[config.mk]
export PLATFORM = sky130hd
export DESIGN_NAME = m216a_top_module
export DESIGN_NICKNAME = d
export VERILOG_FILES = /design/src/rtl/m216a_top_module.sv
export SDC_FILE = /design/constraint.sdc
export NUM_CORES = 1
export LEC_CHECK = 0
export BUFFER_PORTS_ARGS = -buffer_cell sky130_fd_sc_hd__buf_2
export CELL_PAD_IN_SITES_DETAIL_PLACEMENT = 0
export CELL_PAD_IN_SITES_GLOBAL_PLACEMENT = 1
export CORE_MARGIN = 4
export CORE_UTILIZATION = 45
export CTS_CLUSTER_DIAMETER = 120
export DETAILED_ROUTE_END_ITERATION = 12
export PLACE_DENSITY = 0.78
export REMOVE_ABC_BUFFERS = 1
export SKIP_CTS_REPAIR_TIMING = 1
export SLEW_MARGIN = 25
export SYNTH_ARGS = -nofsm -noshare
export SYNTH_HDL_FRONTEND = slang
export SYNTH_SLANG_ARGS = --single-unit
[constraint.sdc]
create_clock -name clk -period 8.8 [get_ports clk]
set_clock_uncertainty 0.2 [all_clocks]
set_input_delay 0 -clock clk [delete_from_list [all_inputs] [get_ports clk]]
set_output_delay 0 -clock clk [all_outputs]
set_load 0.01 [all_outputs]
[src/rtl/m216a_top_module.sv]
// rtl/m216a_top_module.sv - shelf-packing rectangle placer with fixed 8-cycle result latency
// Build option: STRIKE_SATURATE_EN makes strike_o saturate at 15 instead of wrapping.
module m216a_top_module #(
  parameter int CANVAS_W = 128,
  parameter int CANVAS_H = 128,
  parameter int MAX_DIM  = 16
) (
  input  logic       clk,
  input  logic       rst,
  input  logic [4:0] height_i,
  input  logic [4:0] width_i,
  output logic [3:0] strike_o,
  output logic [7:0] index_x_o,
  output logic [7:0] index_y_o
);

  localparam int DEPTH = 8;
  localparam logic [9:0] CW = 10'(CANVAS_W);
  localparam logic [9:0] CH = 10'(CANVAS_H);
  localparam logic [5:0] MD = 6'(MAX_DIM);

  typedef struct packed {
    logic       vld;
    logic       strike;
    logic [7:0] x;
    logic [7:0] y;
  } res_t;

  logic [1:0] frame_q, frame_d;
  logic [7:0] shelf_y_q, shelf_y_d;
  logic [4:0] shelf_h_q, shelf_h_d;
  logic [7:0] cur_x_q, cur_x_d;
  res_t       pipe_q [DEPTH];
  res_t       pipe_d [DEPTH];
  logic [3:0] strike_q, strike_d;
  logic [7:0] x_q, x_d;
  logic [7:0] y_q, y_d;

  logic       sample, idle, legal, fit, fresh;
  logic [9:0] sum_x, ny, sum_y;
  res_t       new_res;

  always_comb begin
    frame_d   = frame_q + 2'd1;
    shelf_y_d = shelf_y_q;
    shelf_h_d = shelf_h_q;
    cur_x_d   = cur_x_q;
    sample    = (frame_q == 2'd0);
    idle      = (height_i == 5'd0) && (width_i == 5'd0);
    legal     = (height_i != 5'd0) && (width_i != 5'd0) &&
                ({1'b0, height_i} <= MD) && ({1'b0, width_i} <= MD);

    // 10-bit sums keep cur_x+w and ny+h from wrapping near the canvas edge
    sum_x = {2'b00, cur_x_q} + {5'd0, width_i};
    fit   = legal && (cur_x_q != 8'd0) && (height_i <= shelf_h_q) && (sum_x <= CW);
    ny    = (cur_x_q != 8'd0) ? ({2'b00, shelf_y_q} + {5'd0, shelf_h_q}) : {2'b00, shelf_y_q};
    sum_y = ny + {5'd0, height_i};
    fresh = legal && !fit && (sum_y <= CH);

    new_res.vld    = sample && !idle;
    new_res.strike = !(fit || fresh);
    new_res.x      = 8'h80;
    new_res.y      = 8'h80;
    if (fit) begin
      new_res.x = cur_x_q;
      new_res.y = shelf_y_q;
    end else if (fresh) begin
      new_res.x = 8'd0;
      new_res.y = ny[7:0];
    end

    if (sample && fit) begin
      cur_x_d = sum_x[7:0];
    end else if (sample && fresh) begin
      shelf_y_d = ny[7:0];
      shelf_h_d = height_i;
      cur_x_d   = {3'd0, width_i};
    end

    // Every request walks the full delay line so latency is outcome-independent
    pipe_d[0] = new_res;
    for (int i = 1; i < DEPTH; i++) pipe_d[i] = pipe_q[i-1];

    strike_d = strike_q;
    x_d      = x_q;
    y_d      = y_q;
    if (pipe_q[DEPTH-1].vld) begin
      x_d = pipe_q[DEPTH-1].x;
      y_d = pipe_q[DEPTH-1].y;
      if (pipe_q[DEPTH-1].strike) begin
`ifdef STRIKE_SATURATE_EN
        if (strike_q != 4'hf) strike_d = strike_q + 4'd1;
`else
        strike_d = strike_q + 4'd1;
`endif
      end
    end
  end

  always_ff @(posedge clk) begin
    if (!rst) begin
      frame_q   <= 2'd0;
      shelf_y_q <= 8'd0;
      shelf_h_q <= 5'd0;
      cur_x_q   <= 8'd0;
      strike_q  <= 4'd0;
      x_q       <= 8'd0;
      y_q       <= 8'd0;
      for (int i = 0; i < DEPTH; i++) pipe_q[i] <= '0;
    end else begin
      frame_q   <= frame_d;
      shelf_y_q <= shelf_y_d;
      shelf_h_q <= shelf_h_d;
      cur_x_q   <= cur_x_d;
      strike_q  <= strike_d;
      x_q       <= x_d;
      y_q       <= y_d;
      for (int i = 0; i < DEPTH; i++) pipe_q[i] <= pipe_d[i];
    end
  end

  assign strike_o  = strike_q;
  assign index_x_o = x_q;
  assign index_y_o = y_q;

endmodule

==> After elaboration in Yosys (flattened, before gate mapping) <==
Memories as Yosys holds them, arrays and structs flattened.
Cells that the tools add are included.
{ "totals": {"register_bits": 43, "ramBits": 144, "inputBits": 12, "output_inout_bits": 20, "elab_cells": 67, "memories": 1} }
{ "mem_list": {"columns": ["name", "words", "word_bits", "read_ports", "rd_ports_with_merged_regs", "write_ports", "line_no", "text"], "rows": [
  ["pipe_q", 8, 18, 8, 0, 8, "33", "res_t pipe_q [DEPTH];"]
]} }
{ "classes": {"add_sub_neg": 5, "n_lt_le_gt_ge": 5, "muxes": 15, "n_bitwise": 9, "n_reduce_logical": 25} }
{ "ops": {"columns": ["op", "count"], "rows": [
  ["$mux 18", 8],
  ["$mux 16", 2],
  ["$add 8x5->9", 2],
  ["$mux 8", 2],
  ["$logic_and 1x1->1", 12],
  ["$add 9x5->10", 1],
  ["$le 10x8->1 const B", 1],
  ["$le 5x5->1 const B", 2],
  ["$logic_not 5->1", 2],
  ["$reduce_bool 5->1", 2],
  ["$le 9x8->1 const B", 1],
  ["$mux 9", 1],
  ["$or 1x1->1", 8],
  ["$reduce_bool 8->1", 1],
  ["$le 5x5->1", 1],
  ["$add 4x1->4 const B", 1],
  ["$reduce_and 2->1", 2],
  ["$logic_not 1->1", 3],
  ["$add 2x1->2 const B", 1],
  ["$logic_not 2->1", 1],
  ["$mux 1", 2],
  ["$reduce_bool 2->1", 1],
  ["$logic_or 1x1->1", 1],
  ["$not 1->1", 1]
]} }

==> Longest topological paths before layout <==
{ "depth": {"depth_word": 13, "mapped_depth": 17} }

==> Worst setup path after synthesis <==
OpenSTA, ideal clock, no wires.
{ "synth_timing": {"path_kind": "register to register", "startpoint": "register cur_x_q[5]", "endpoint": "register cur_x_q[0]", "setup_ps": 95, "arrival_ps": 3395, "required_time_ps": 8505, "path_slack_ps": 5110, "path_stages_with_launch": 18, "path_cell_list": "dfxtp_1 > buf_6 > or4_4 > nor2_8 > nand2_1 > nand2_1 > ha_1 > inv_1 > fa_1 > nand3b_1 > and3b_1 > o221ai_1 > o2111a_1 > and4bb_1 > and2_4 > buf_8 > o2bb2ai_1 > a221oi_1"} }
{ "synth_lines": {"columns": ["item", "line_no", "text"], "rows": [
  ["start: declaration", "32", "logic [7:0] cur_x_q, cur_x_d;"],
  ["start signal: assignment", "114", "cur_x_q <= cur_x_d;"],
  ["$reduce_bool 8->1", "56", "ny = (cur_x_q != 8'd0) ? ({2'b00, shelf_y_q} + {5'd0, shelf_h_q}) : {2'b00, shelf_y_q};"],
  ["$mux 9", "56", null],
  ["named net ny[0]", "40", "logic [9:0] sum_x, ny, sum_y;"],
  ["$add 9x5->10", "57", "sum_y = ny + {5'd0, height_i};"],
  ["$le 10x8->1", "58", "fresh = legal && !fit && (sum_y <= CH);"],
  ["$logic_and 1x1->1", "58", null],
  ["$logic_and 1x1->1", "74", "end else if (sample && fresh) begin"],
  ["$reduce_bool 2->1 (no source line)", null, null]
]} }
The timed path passes the listed nets, and every way through them passes these cells.
A chain may end at the register's enable or synchronous reset.

==> Worst setup path after layout <==
{ "layout_timing": {"startpoint": "register cur_x_q[7]", "endpoint": "register shelf_y_q[6]"} }
{ "layout_lines": {"columns": ["item", "line_no", "text"], "rows": [
  ["$reduce_bool 8->1", "56", null],
  ["$mux 9", "56", null],
  ["named net ny[0]", "40", null],
  ["$add 9x5->10", "57", null],
  ["$le 10x8->1", "58", null],
  ["$logic_and 1x1->1", "58", null],
  ["$logic_and 1x1->1", "74", null],
  ["$reduce_and 2->1 (no source line)", null, null],
  ["end signal: assignment", "112", "shelf_y_q <= shelf_y_d;"],
  ["end: declaration", "30", "logic [7:0] shelf_y_q, shelf_y_d;"]
]} }
The timed path passes the listed nets, and every way through them passes these cells.

==> reports/results.md <==
| Item | Reported | Unit |
|---|---|---|
| Sequential power share | 50.3 | % |
| Number of top-level pins | 32 | - |
| Setup repair after global routing missed its margin | no | - |
| Flops & latches, synth | 187 | - |
| Delay of the slowest cell on the worst path | 640 | ps |
| Worst-margin pin slew | 838 | ps |
| Largest net degree at the start of global routing | 123 | - |
| Reg-to-reg critical path startpoint | cur_x_q[7]$_SDFFE_PN0P_ | - |
| Combinational power share | 8.3 | % |
| First-pass iteration count of the detailed router | 5 | - |
| Count of synthesis-stage warnings from yosys | 0 | - |
| Top achievable clock speed | 231 | MHz |
| Detailed-placement wirelength estimate | 8260 | µm |
| Core Box Area | 15300 | µm² |
| Worst slew slack as a fraction of its limit | 44.1 | % |
| Post-route clock period utilization | 49.3 | % |
| CTS buffer count | 17 | - |
| Max Used Layer | met4 | - |
| Initial antenna violation count | 0 | - |
| Clock edge transition at the registers on the reported setup and hold paths | 60 | ps |
| Area added between synthesis and finish | 13.2 | % |
| Wire per inst | 13.5 | µm |
| Initial Util | 46.0 | % |
| Area fraction of the dominant cell type after synthesis | 53.3 | % |
| Path type of the worst min-delay path | flop to flop | - |
| Worst EP required | 8950 | ps |
| Type of element capturing the critical path | flop | - |
| Crit path buffers/inverters | 1 | - |
| # nets final | 739 | - |
| Endpoint of the most critical register-to-register path | shelf_y_q[6]$_SDFFE_PN0P_ | - |
| Most numerous cell in the Yosys netlist | dfxtp_1 | - |
| EDFF count, synth | 0 | - |
| Top cells by instance count after synthesis | dfxtp_1 (187), and2_1 (128), nor2_1 (31) | - |
| Routed wl met2 | 5530 | µm |
| First-pass GRT wire length | 21100 | µm |
| Port buffer count | 31 | - |
| Biggest area consumer among synthesized cells | dfxtp_1 | - |
| Number of cell rows | 45 | - |
| Hold Path Sink | frame_q[0]$_SDFF_PN0_ | - |
| Most frequent cell on the critical path | nand2_1 | - |
| CTS tree | done | - |
| DRC violations left | 0 | - |
| Most used DFF post-synth | dfxtp_1 | - |
| Master cell of the clock root buffer | clkbuf_16 | - |
| ANT nets after route | 0 | - |
| DIE AREA | 17700 | µm² |
| Critical path start-end classification | flop to flop | - |
| Gate count after technology mapping | 668 | - |
| Largest cells by area after synthesis | dfxtp_1 (53%), and2_1 (11%), ha_1 (4.5%), mux2i_1 (2.7%), nor2_1 (1.7%) | - |
| Clock power share | 41.4 | % |
| Critical-path cell with the highest stage delay | or4_4 | - |
| Fraction of registers with async set or reset after synthesis | 0 | % |
| Result of the run | completed | - |
| FILL cells | 1387 | - |
| Sum of negative setup slack | 0 | ps |
| Design Power | 1.72 | mW |
| Via density per instance | 5.02 | - |
| Total Routing Usage GR | 14.7 | % |
| Worst R2R Path Depth | 15 | - |
| Critical path launch point type | flop | - |
| Hold Path Origin | frame_q[0]$_SDFF_PN0_ | - |
| Detailed Route WL | 12500 | µm |
| Final Max Tran Viols | 0 | - |
| Total via count in the routed design | 4623 | - |
| Count of endpoints failing hold in the final timing report | 0 | - |
| Clock latency on the worst-skew pair | 420 | ps |
| Setup Viol. Count Final | 0 | - |
| Arrival time worst endpoint | 4480 | ps |
| CTS HTree Levels | 4 | - |
| Final weighted congestion of routability-driven global placement | 0.867 | - |
| Maximum ir drop on the vdd rail | 0.142 | mV |
| R2R setup slack | 4470 | ps |
| Largest fanout on the critical path | 17 | - |
| Internal cell power | 1.31 | mW |
| Clock period minus final worst setup slack | 4330 | ps |
| Clock sink count | 187 | - |
| Layout cell share with drive strength beyond 1 | 13.0 | % |
| Sum of routed wire segments on met1 | 6170 | µm |
| Buffers from clock root to sink, at most | 2 | - |
| Number of global-route vias before repair | 4315 | - |
| Cell Area, Synth | 7020 | µm² |
| Number of violations reported at the end of detailed-routing iteration 0 | 306 | - |
| Post-synthesis area per instance | 10.5 | µm² |
| Static leakage power | 3.19 | nW |
| Hold Crit Depth | 1 | - |
| Largest delay share family, worst path | simple AND/OR/NAND/NOR gates | - |
| Max-cap violation count | 0 | - |
| Share of synthesized area occupied by flip-flops and latches | 53.3 | % |
| Vert. Die Dim | 133 | µm |
| Net switching share of the total power | 24.1 | % |
| Die Wd | 133 | µm |
| Post-synthesis cell type count | 79 | - |
| List of cells traversed by the critical path | or4_4, nor2_8, nand2_1, nand2_1, ha_1, inv_1, fa_1, xnor2_1, nor3b_1, o221ai_1, o221a_2, o21ai_1, nand2_2, nor4_2, mux2i_1 | - |
| GRT overflow | 0 | - |
| PwrDens | 217 | nW/µm² |
| Switching power summed over all nets | 0.415 | mW |
| Antenna diode count | 0 | - |
| Met3 wirelength from detailed routing | 568 | µm |
[cell type report]
cell class                      count  area (µm²)  share of cell area, %
Inverter                           26        97.6                   1.23
Sequential cell                   187        3740                   47.1
Clock inverter                     11         110                   1.39
Tap cell                          211         264                   3.32
Multi-Input combinational cell    423        3010                   37.8
Timing Repair Buffer               44         280                   3.53
Clock buffer                       19         443                   5.57
[how the worst max path moves through the flow]
stage	slack (ps)	cells past startpoint	startpoint	to
after detailed placement	4550	15	cur_x_q[7]$_SDFFE_PN0P_	shelf_y_q[6]$_SDFFE_PN0P_
final	4470	15	cur_x_q[7]$_SDFFE_PN0P_	shelf_y_q[6]$_SDFFE_PN0P_
after floorplan	5050	15	cur_x_q[7]$_SDFFE_PN0P_	cur_x_q[3]$_SDFFE_PN0P_
after CTS	4530	15	cur_x_q[7]$_SDFFE_PN0P_	shelf_y_q[6]$_SDFFE_PN0P_
after global routing	4160	13	shelf_y_q[0]$_SDFFE_PN0P_	shelf_y_q[6]$_SDFFE_PN0P_
after global placement	4690	15	cur_x_q[7]$_SDFFE_PN0P_	cur_x_q[3]$_SDFFE_PN0P_
[power by group through the flow]
stage                     clock network (mW)  registers [mW]  logic [mW]
after CTS                              0.734           0.865       0.139
after detailed placement                   0           0.885       0.139
final                                  0.713           0.866       0.143
after global routing                   0.770           0.867       0.159
after floorplan                            0           0.882      0.0961
after global placement                     0           0.885       0.135
[kinds of logic (layout without fill, tap and decap cells)]
group / after synthesis / after routing / synth area share, %
xor+xnor: 9 / 9 / 1.12
flops: 187 / 187 / 53.3
buf+inv: 58 / 100 / 3.88
fa+ha+maj: 28 / 28 / 5.31
mux: 19 / 19 / 2.71
simple gates: 252 / 252 / 21.4
compound gates: 115 / 115 / 12.2
[layer usage]
layer	track usage, %	vias to the layer above
met5	0	-
met1	20.4	2159
met4	5.54	0
met2	21.7	99
li1	-	2345
met3	4.03	20
[state kept, by name, indices dropped and copies added, names as in the netlist]
name / count
pipe_q: 144
cur_x_q: 8
index_x_o: 8
index_y_o: 8
shelf_y_q: 8
shelf_h_q: 5
strike_o: 4
frame_q: 2
[placed cells by master (no fill, tap or decap), types with 3 or more instances in the layout]
master         instances
a31oi_1               10
a221oi_1               3
nand2_1               24
inv_1                 24
xor2_1                 4
mux2i_1               19
a21oi_1               22
and3_1                 7
nand3_1               16
a32o_1                 5
clkbuf_16             17
dfxtp_1              186
a21o_1                 6
inv_6                  3
o21ai_0               20
buf_2                 31
ha_1                  25
nor2_1                31
fa_1                   3
nand4_1                4
o21a_1                 8
nor3_1                10
nor4_1                 4
a211oi_1               8
and2_1               128
dlygate4sd3_1         11
xnor2_1                5
[through the flow]
stage	worst slack, ps	utilization (%)	cells	area [µm²]	hold slack (ps)
floorplan	5050	-	636	6850	-78.3
global placement	4690	47.7	880	7280	107
detailed placement	4550	47.7	880	7280	128
CTS	4530	51.3	910	7830	-325
global route	4160	52.1	921	7950	238
finish	4470	52.1	921	7950	211
No activity file was read; power rests on OpenSTA's default activity.
